==> config.mk <==
export PLATFORM = sky130hd
export DESIGN_NAME = alu_share_arbiter
export DESIGN_NICKNAME = d
export VERILOG_FILES = /design/src/rtl/alu_share_arbiter.sv
export SDC_FILE = /design/constraint.sdc
export NUM_CORES = 1
export LEC_CHECK = 0
export CORE_AREA = 3 3 108 110
export DETAILED_ROUTE_END_ITERATION = 12
export DIE_AREA = 0 0 111 113
export DONT_BUFFER_PORTS = 1
export MAX_ROUTING_LAYER = met4
export SYNTH_ARGS = -nofsm -noshare
export SYNTH_HDL_FRONTEND = slang
export SYNTH_SLANG_ARGS = --single-unit
==> constraint.sdc <==
create_clock -name CLK -period 2.5 [get_ports CLK]
set_clock_uncertainty 0.1 [all_clocks]
set_input_delay 0.375 -clock CLK [delete_from_list [all_inputs] [get_ports CLK]]
set_output_delay 0.375 -clock CLK [all_outputs]
set_load 0.005 [all_outputs]
==> src/rtl/alu_share_arbiter.sv <==
// -----------------------------------------------------------------------------
// alu_share_arbiter
//
// Shares one external combinational MIPS ALU between two requesters.
// A round-robin grant is made in IDLE, the winning operands are registered
// onto the ALU inputs, the ALU result is captured one cycle later and held
// on a single response channel until the consumer accepts it.
//
// Optional feature: define ALU_SHARE_ARBITER_STATS_EN to add per-requester
// saturating completion counters (stat_cnt0/stat_cnt1) and a synchronous
// stat_clear input.
//
// Ports:
//   CLK, RESETN              clock, asynchronous active-low reset
//   reqN_valid/ready         requester N handshake (ready is combinational)
//   reqN_a/b/op              requester N operands and aluop
//   alu_a/alu_b/alu_op       registered ALU inputs
//   alu_result/alu_zero      ALU outputs, sampled in EXEC
//   rsp_valid/ready          response handshake
//   rsp_id/result/zero       response owner, captured result and zero flag
//   stat_cnt0/1, stat_clear  (stats build only) completion counters
// -----------------------------------------------------------------------------
module alu_share_arbiter #(
   parameter int WIDTH = 32,
   parameter int OP_W  = 4,
   parameter int CNT_W = 16
) (
   input  logic             CLK,
   input  logic             RESETN,
   input  logic             req0_valid,
   output logic             req0_ready,
   input  logic [WIDTH-1:0] req0_a,
   input  logic [WIDTH-1:0] req0_b,
   input  logic [OP_W-1:0]  req0_op,
   input  logic             req1_valid,
   output logic             req1_ready,
   input  logic [WIDTH-1:0] req1_a,
   input  logic [WIDTH-1:0] req1_b,
   input  logic [OP_W-1:0]  req1_op,
   output logic [WIDTH-1:0] alu_a,
   output logic [WIDTH-1:0] alu_b,
   output logic [OP_W-1:0]  alu_op,
   input  logic [WIDTH-1:0] alu_result,
   input  logic             alu_zero,
`ifdef ALU_SHARE_ARBITER_STATS_EN
   output logic [CNT_W-1:0] stat_cnt0,
   output logic [CNT_W-1:0] stat_cnt1,
   input  logic             stat_clear,
`endif
   output logic             rsp_valid,
   input  logic             rsp_ready,
   output logic             rsp_id,
   output logic [WIDTH-1:0] rsp_result,
   output logic             rsp_zero
);

   typedef enum logic [1:0] {
      ST_IDLE = 2'd0,
      ST_EXEC = 2'd1,
      ST_RESP = 2'd2
   } state_t;

   state_t           state_r;
   state_t           state_nxt_s;
   logic             ptr_r;
   logic             gnt0_s;
   logic             gnt1_s;
   logic             v0_s;
   logic             v1_s;
   logic             accept_s;
   logic             handshake_s;
   logic [WIDTH-1:0] alu_a_r;
   logic [WIDTH-1:0] alu_b_r;
   logic [OP_W-1:0]  alu_op_r;
   logic [WIDTH-1:0] rsp_result_r;
   logic             rsp_zero_r;
   logic             rsp_id_r;
   logic             rsp_valid_r;

   // Valids are masked by reset so no ready is offered while RESETN is low.
   assign v0_s        = req0_valid & RESETN;
   assign v1_s        = req1_valid & RESETN;
   assign accept_s    = gnt0_s | gnt1_s;
   assign handshake_s = rsp_valid_r & rsp_ready;

   // Round-robin grant and next-state decode.
   always_comb begin
      gnt0_s      = 1'b0;
      gnt1_s      = 1'b0;
      state_nxt_s = state_r;
      case (state_r)
         ST_IDLE: begin
            if (v0_s && v1_s) begin
               if (ptr_r) begin
                  gnt1_s = 1'b1;
               end else begin
                  gnt0_s = 1'b1;
               end
            end else if (v0_s) begin
               gnt0_s = 1'b1;
            end else if (v1_s) begin
               gnt1_s = 1'b1;
            end else begin
               gnt0_s = 1'b0;
               gnt1_s = 1'b0;
            end
            if (gnt0_s || gnt1_s) begin
               state_nxt_s = ST_EXEC;
            end else begin
               state_nxt_s = ST_IDLE;
            end
         end
         ST_EXEC: begin
            state_nxt_s = ST_RESP;
         end
         ST_RESP: begin
            if (rsp_ready) begin
               state_nxt_s = ST_IDLE;
            end else begin
               state_nxt_s = ST_RESP;
            end
         end
         default: begin
            state_nxt_s = ST_IDLE;
         end
      endcase
   end

   // State register.
   always_ff @(posedge CLK or negedge RESETN) begin
      if (!RESETN) begin
         state_r <= ST_IDLE;
      end else begin
         state_r <= state_nxt_s;
      end
   end

   // Operand latch, owner id and pointer update; all only on an accept so the
   // ALU inputs stay frozen for the whole operation.
   always_ff @(posedge CLK or negedge RESETN) begin
      if (!RESETN) begin
         alu_a_r  <= {WIDTH{1'b0}};
         alu_b_r  <= {WIDTH{1'b0}};
         alu_op_r <= {OP_W{1'b0}};
         rsp_id_r <= 1'b0;
         ptr_r    <= 1'b0;
      end else if (accept_s) begin
         alu_a_r  <= gnt1_s ? req1_a  : req0_a;
         alu_b_r  <= gnt1_s ? req1_b  : req0_b;
         alu_op_r <= gnt1_s ? req1_op : req0_op;
         rsp_id_r <= gnt1_s;
         ptr_r    <= ~gnt1_s;
      end
   end

   // Result capture at the end of EXEC and response-valid tracking.
   always_ff @(posedge CLK or negedge RESETN) begin
      if (!RESETN) begin
         rsp_result_r <= {WIDTH{1'b0}};
         rsp_zero_r   <= 1'b0;
         rsp_valid_r  <= 1'b0;
      end else if (state_r == ST_EXEC) begin
         rsp_result_r <= alu_result;
         rsp_zero_r   <= alu_zero;
         rsp_valid_r  <= 1'b1;
      end else if (handshake_s) begin
         rsp_valid_r  <= 1'b0;
      end
   end

   assign req0_ready = gnt0_s;
   assign req1_ready = gnt1_s;
   assign alu_a      = alu_a_r;
   assign alu_b      = alu_b_r;
   assign alu_op     = alu_op_r;
   assign rsp_valid  = rsp_valid_r;
   assign rsp_id     = rsp_id_r;
   assign rsp_result = rsp_result_r;
   assign rsp_zero   = rsp_zero_r;

`ifdef ALU_SHARE_ARBITER_STATS_EN
   logic [CNT_W-1:0] cnt0_r;
   logic [CNT_W-1:0] cnt1_r;
   localparam logic [CNT_W-1:0] CNT_ONE = {{(CNT_W-1){1'b0}}, 1'b1};

   // Saturating completion counters; clear wins over a same-cycle completion.
   always_ff @(posedge CLK or negedge RESETN) begin
      if (!RESETN) begin
         cnt0_r <= {CNT_W{1'b0}};
         cnt1_r <= {CNT_W{1'b0}};
      end else if (stat_clear) begin
         cnt0_r <= {CNT_W{1'b0}};
         cnt1_r <= {CNT_W{1'b0}};
      end else if (handshake_s) begin
         if (!rsp_id_r && !(&cnt0_r)) begin
            cnt0_r <= cnt0_r + CNT_ONE;
         end
         if (rsp_id_r && !(&cnt1_r)) begin
            cnt1_r <= cnt1_r + CNT_ONE;
         end
      end
   end

   assign stat_cnt0 = cnt0_r;
   assign stat_cnt1 = cnt1_r;
`else
   // Keeps CNT_W referenced in builds without the counters.
   logic [CNT_W-1:0] unused_cnt_s;
   assign unused_cnt_s = {CNT_W{1'b0}};
`endif

endmodule

==> impl_metrics.csv <==
group,metric,value,unit
run_status,outcome,"complete, but fails checks",
run_status,violations,"negative hold slack",
synthesis,synth_seq_area_share,0.513,
global_route,grt_max_degree,109,
synthesis,yosysTopAreaCell,"dfrtp_1",
synthesis,syn_area,5170,µm²
timing,setup_ws,0.0955,ns
placement,dp_slack,0.354,ns
clock_tree,cts_buffers,9,
min_path,hold_path.class,"primary input to async pin",
clock_tree,hold_buffers,1,
final_layout,finish.utilization,0.503,
clock_tree,clockRootBuffer,"clkbuf_8",
floorplan,num_io_pins,279,
placement,place_area,5210,µm²
timing,rsz0062_at_grt,"no",
route,drc,0,
route,routed_wl,15.6,mm
critical_path,cp_slowest_cell,"or3b_2",
timing,setup_viol,0,
critical_path,critPathKind,"register to primary output",
synthesis,ys_types,25,
critical_path,max_stage_delay,0.77,ns
power_and_ir_drop,finalPower,5.87,mW
timing,period_share,0.962,
power_and_ir_drop,p_leak,1.96,nW
global_route,grt_util_all_layers,0.246,
critical_path,arrival,1.93,ns
floorplan,rows,38,
global_route,overflow,0,
final_layout,nFillCells,1003,
critical_path,path_cells,"or3b_2 > nor3_1",
floorplan,chipWidth,111,µm
synthesis,synth_top_area_share,0.513,
floorplan,core,10800,µm²
global_route,grt_pass1_vias,4259,
critical_path,worstPathRequired,2.03,ns
final_layout,n_antenna_cell,0,
final_layout,drive_gt1_frac,0.159,
synthesis,ys_seq_elements,106,
route,vias,4277,
timing,hold_viol,106,
final_layout,area_growth,4.89,%
placement,place.gp.congestion,0.809,
clock_tree,cts_setup_buffers,0,
synthesis,synthTopCellsByArea,"dfrtp_1 (51%), o31ai_1 (9.9%), a31oi_1 (8.3%), nand4_1 (8.2%), mux2_2 (7.2%)",
timing,hold-worst-slack,-0.407,ns
floorplan,start_util,0.479,
power_and_ir_drop,vdd_drop_max,0.440,mV
critical_path,endpoint_kind,"primary output",
placement,hpwl,10.4,mm
critical_path,r2r_cells,4,
route,ant_nets,0,
critical_path,path_max_fanout,24,
clock_tree,cts_sinks,106,
route,drtIter0Drc,412,
synthesis,syn_avg_cell_area,10.3,µm²
global_route,grt_pass1_wl,24.1,mm
clock_tree,htree_levels,3,
clock_tree,cts_resized,0,
floorplan,fp.dieH,113,µm
clock_tree,clockBufferDepth,2,
synthesis,async_flop_share,1.00,
synthesis,yosysWarnings,0,
timing,slew_viol_final,0,
synthesis,syn-num-nets,678,
timing,max_slew_margin,0.509,
clock_tree,insertion_delay,0.35,ns
critical_path,startpoint_type,"register",
synthesis,synth_flop_cell,"dfrtp_1",
timing,worstMarginPinSlew,0.736,ns
route,vias_per_cell,7.08,
global_route,antenna_found_initial,0,
timing,setup_tns,0,ns
route,first_pass_iters,5,
synthesis,synth_cells,504,
clock_tree,clkTransAtPathRegs,0.10,ns
clock_tree,cts_tree,"yes",
placement,portBuffers,0,
final_layout,finish.instance_area,5430,µm²
timing,max_freq,416,MHz
timing,layout_min_cycle_time,2.40,ns
power_and_ir_drop,powerDensity,1080,nW/µm²
route,routedWlPerCell,25.8,µm
synthesis,synth_edf_count,0,
floorplan,die_area,12500,µm²
final_layout,nNetsFinal,633,
run,drv_cap,0,
-- critical path, delay by kind of cell, from the launching register on --
family	cells	cell delay, ns
flip-flops	1	0.44
AND/OR/NAND/NOR	2	1.13
-- metal layers --
layer	routed length, µm	GRT usage	vias up
met4	463	0.0936	0
met2	7660	0.390	264
li1	-	-	1892
met5	0	-	-
met3	1430	0.0663	32
met1	6030	0.303	2089
-- worst paths after layout --
check	slack [ns]	to	start
max	0.1	req1_ready	state_r[1]
min reg2reg	0.44	rsp_result[11]	rsp_result[11]
max in group asynchronous	2.57	alu_a[24]	RESETN
min	-0.41	alu_b[26]	RESETN
max reg2reg	0.35	alu_b[17]	state_r[1]
min in group CLK	0.06	alu_a[27]	req0_a[27]
-- through the flow --
stage               hold WS [ns]  instances
floorplan                -0.0206        504
global placement         -0.0170        587
detailed placement       -0.0166        587
CTS                       -0.425        604
global route              -0.446        604
finish                    -0.407        604
-- logic make-up (layout without fill, tap and decap cells) --
group                  Yosys count  in the layout  share of synthesized area
buffers and inverters           76             36                     0.0658
DFF                            106            106                      0.513
AOI/OAI and AO/OA              209            209                      0.253
muxes                           33             33                     0.0718
and+or+nand+nor                 80             80                     0.0968
-- cells in the mapped netlist (2+ instances only) --
cell and instances:
o31ai_1 68, mux2_2 33, buf_2 16, clkbuf_1 44
a21o_1 2, a31oi_1 69, nor2b_1 2, nand4_1 68
buf_6 4, dfrtp_1 106, nor2_1 2, a21oi_1 70
buf_1 8
-- sequential cells by signal (all words and copies together) (netlist names) --
register / cells
alu_a: 32
alu_b: 32
rsp_result: 32
alu_op: 4
state_r: 2
ptr_r: 1
rsp_id: 1
rsp_valid: 1
rsp_zero: 1
-- cell usage in the layout (no fill, tap or decap), types with 2 or more instances in the layout --
cell	instances
clkinv_4	4
clkbuf_8	9
a21o_1	2
dfrtp_1	106
o31ai_1	68
nor2_1	2
buf_4	13
buf_12	4
a31oi_1	69
a21oi_1	70
mux2_2	33
nand4_1	68
-- layout make-up --
type	instances	area [µm²]	share of cell area
clock inverter	7	78.8	0.0145
sequential	106	2650	0.489
clock buffer	9	124	0.0228
timing repair buffer	18	188	0.0346
multi-input combinational	322	2200	0.405
tap	140	175	0.0323
inverter	2	7.51	0.00138
-- report_power, final --
group / internal (mW) / switching (mW) / leakage (nW)
combinational: 0.697 / 0.893 / 0.658
clock: 0.473 / 0.611 / 0.104
sequential: 2.49 / 0.706 / 1.19
No activity file was read; power rests on OpenSTA's default activity.
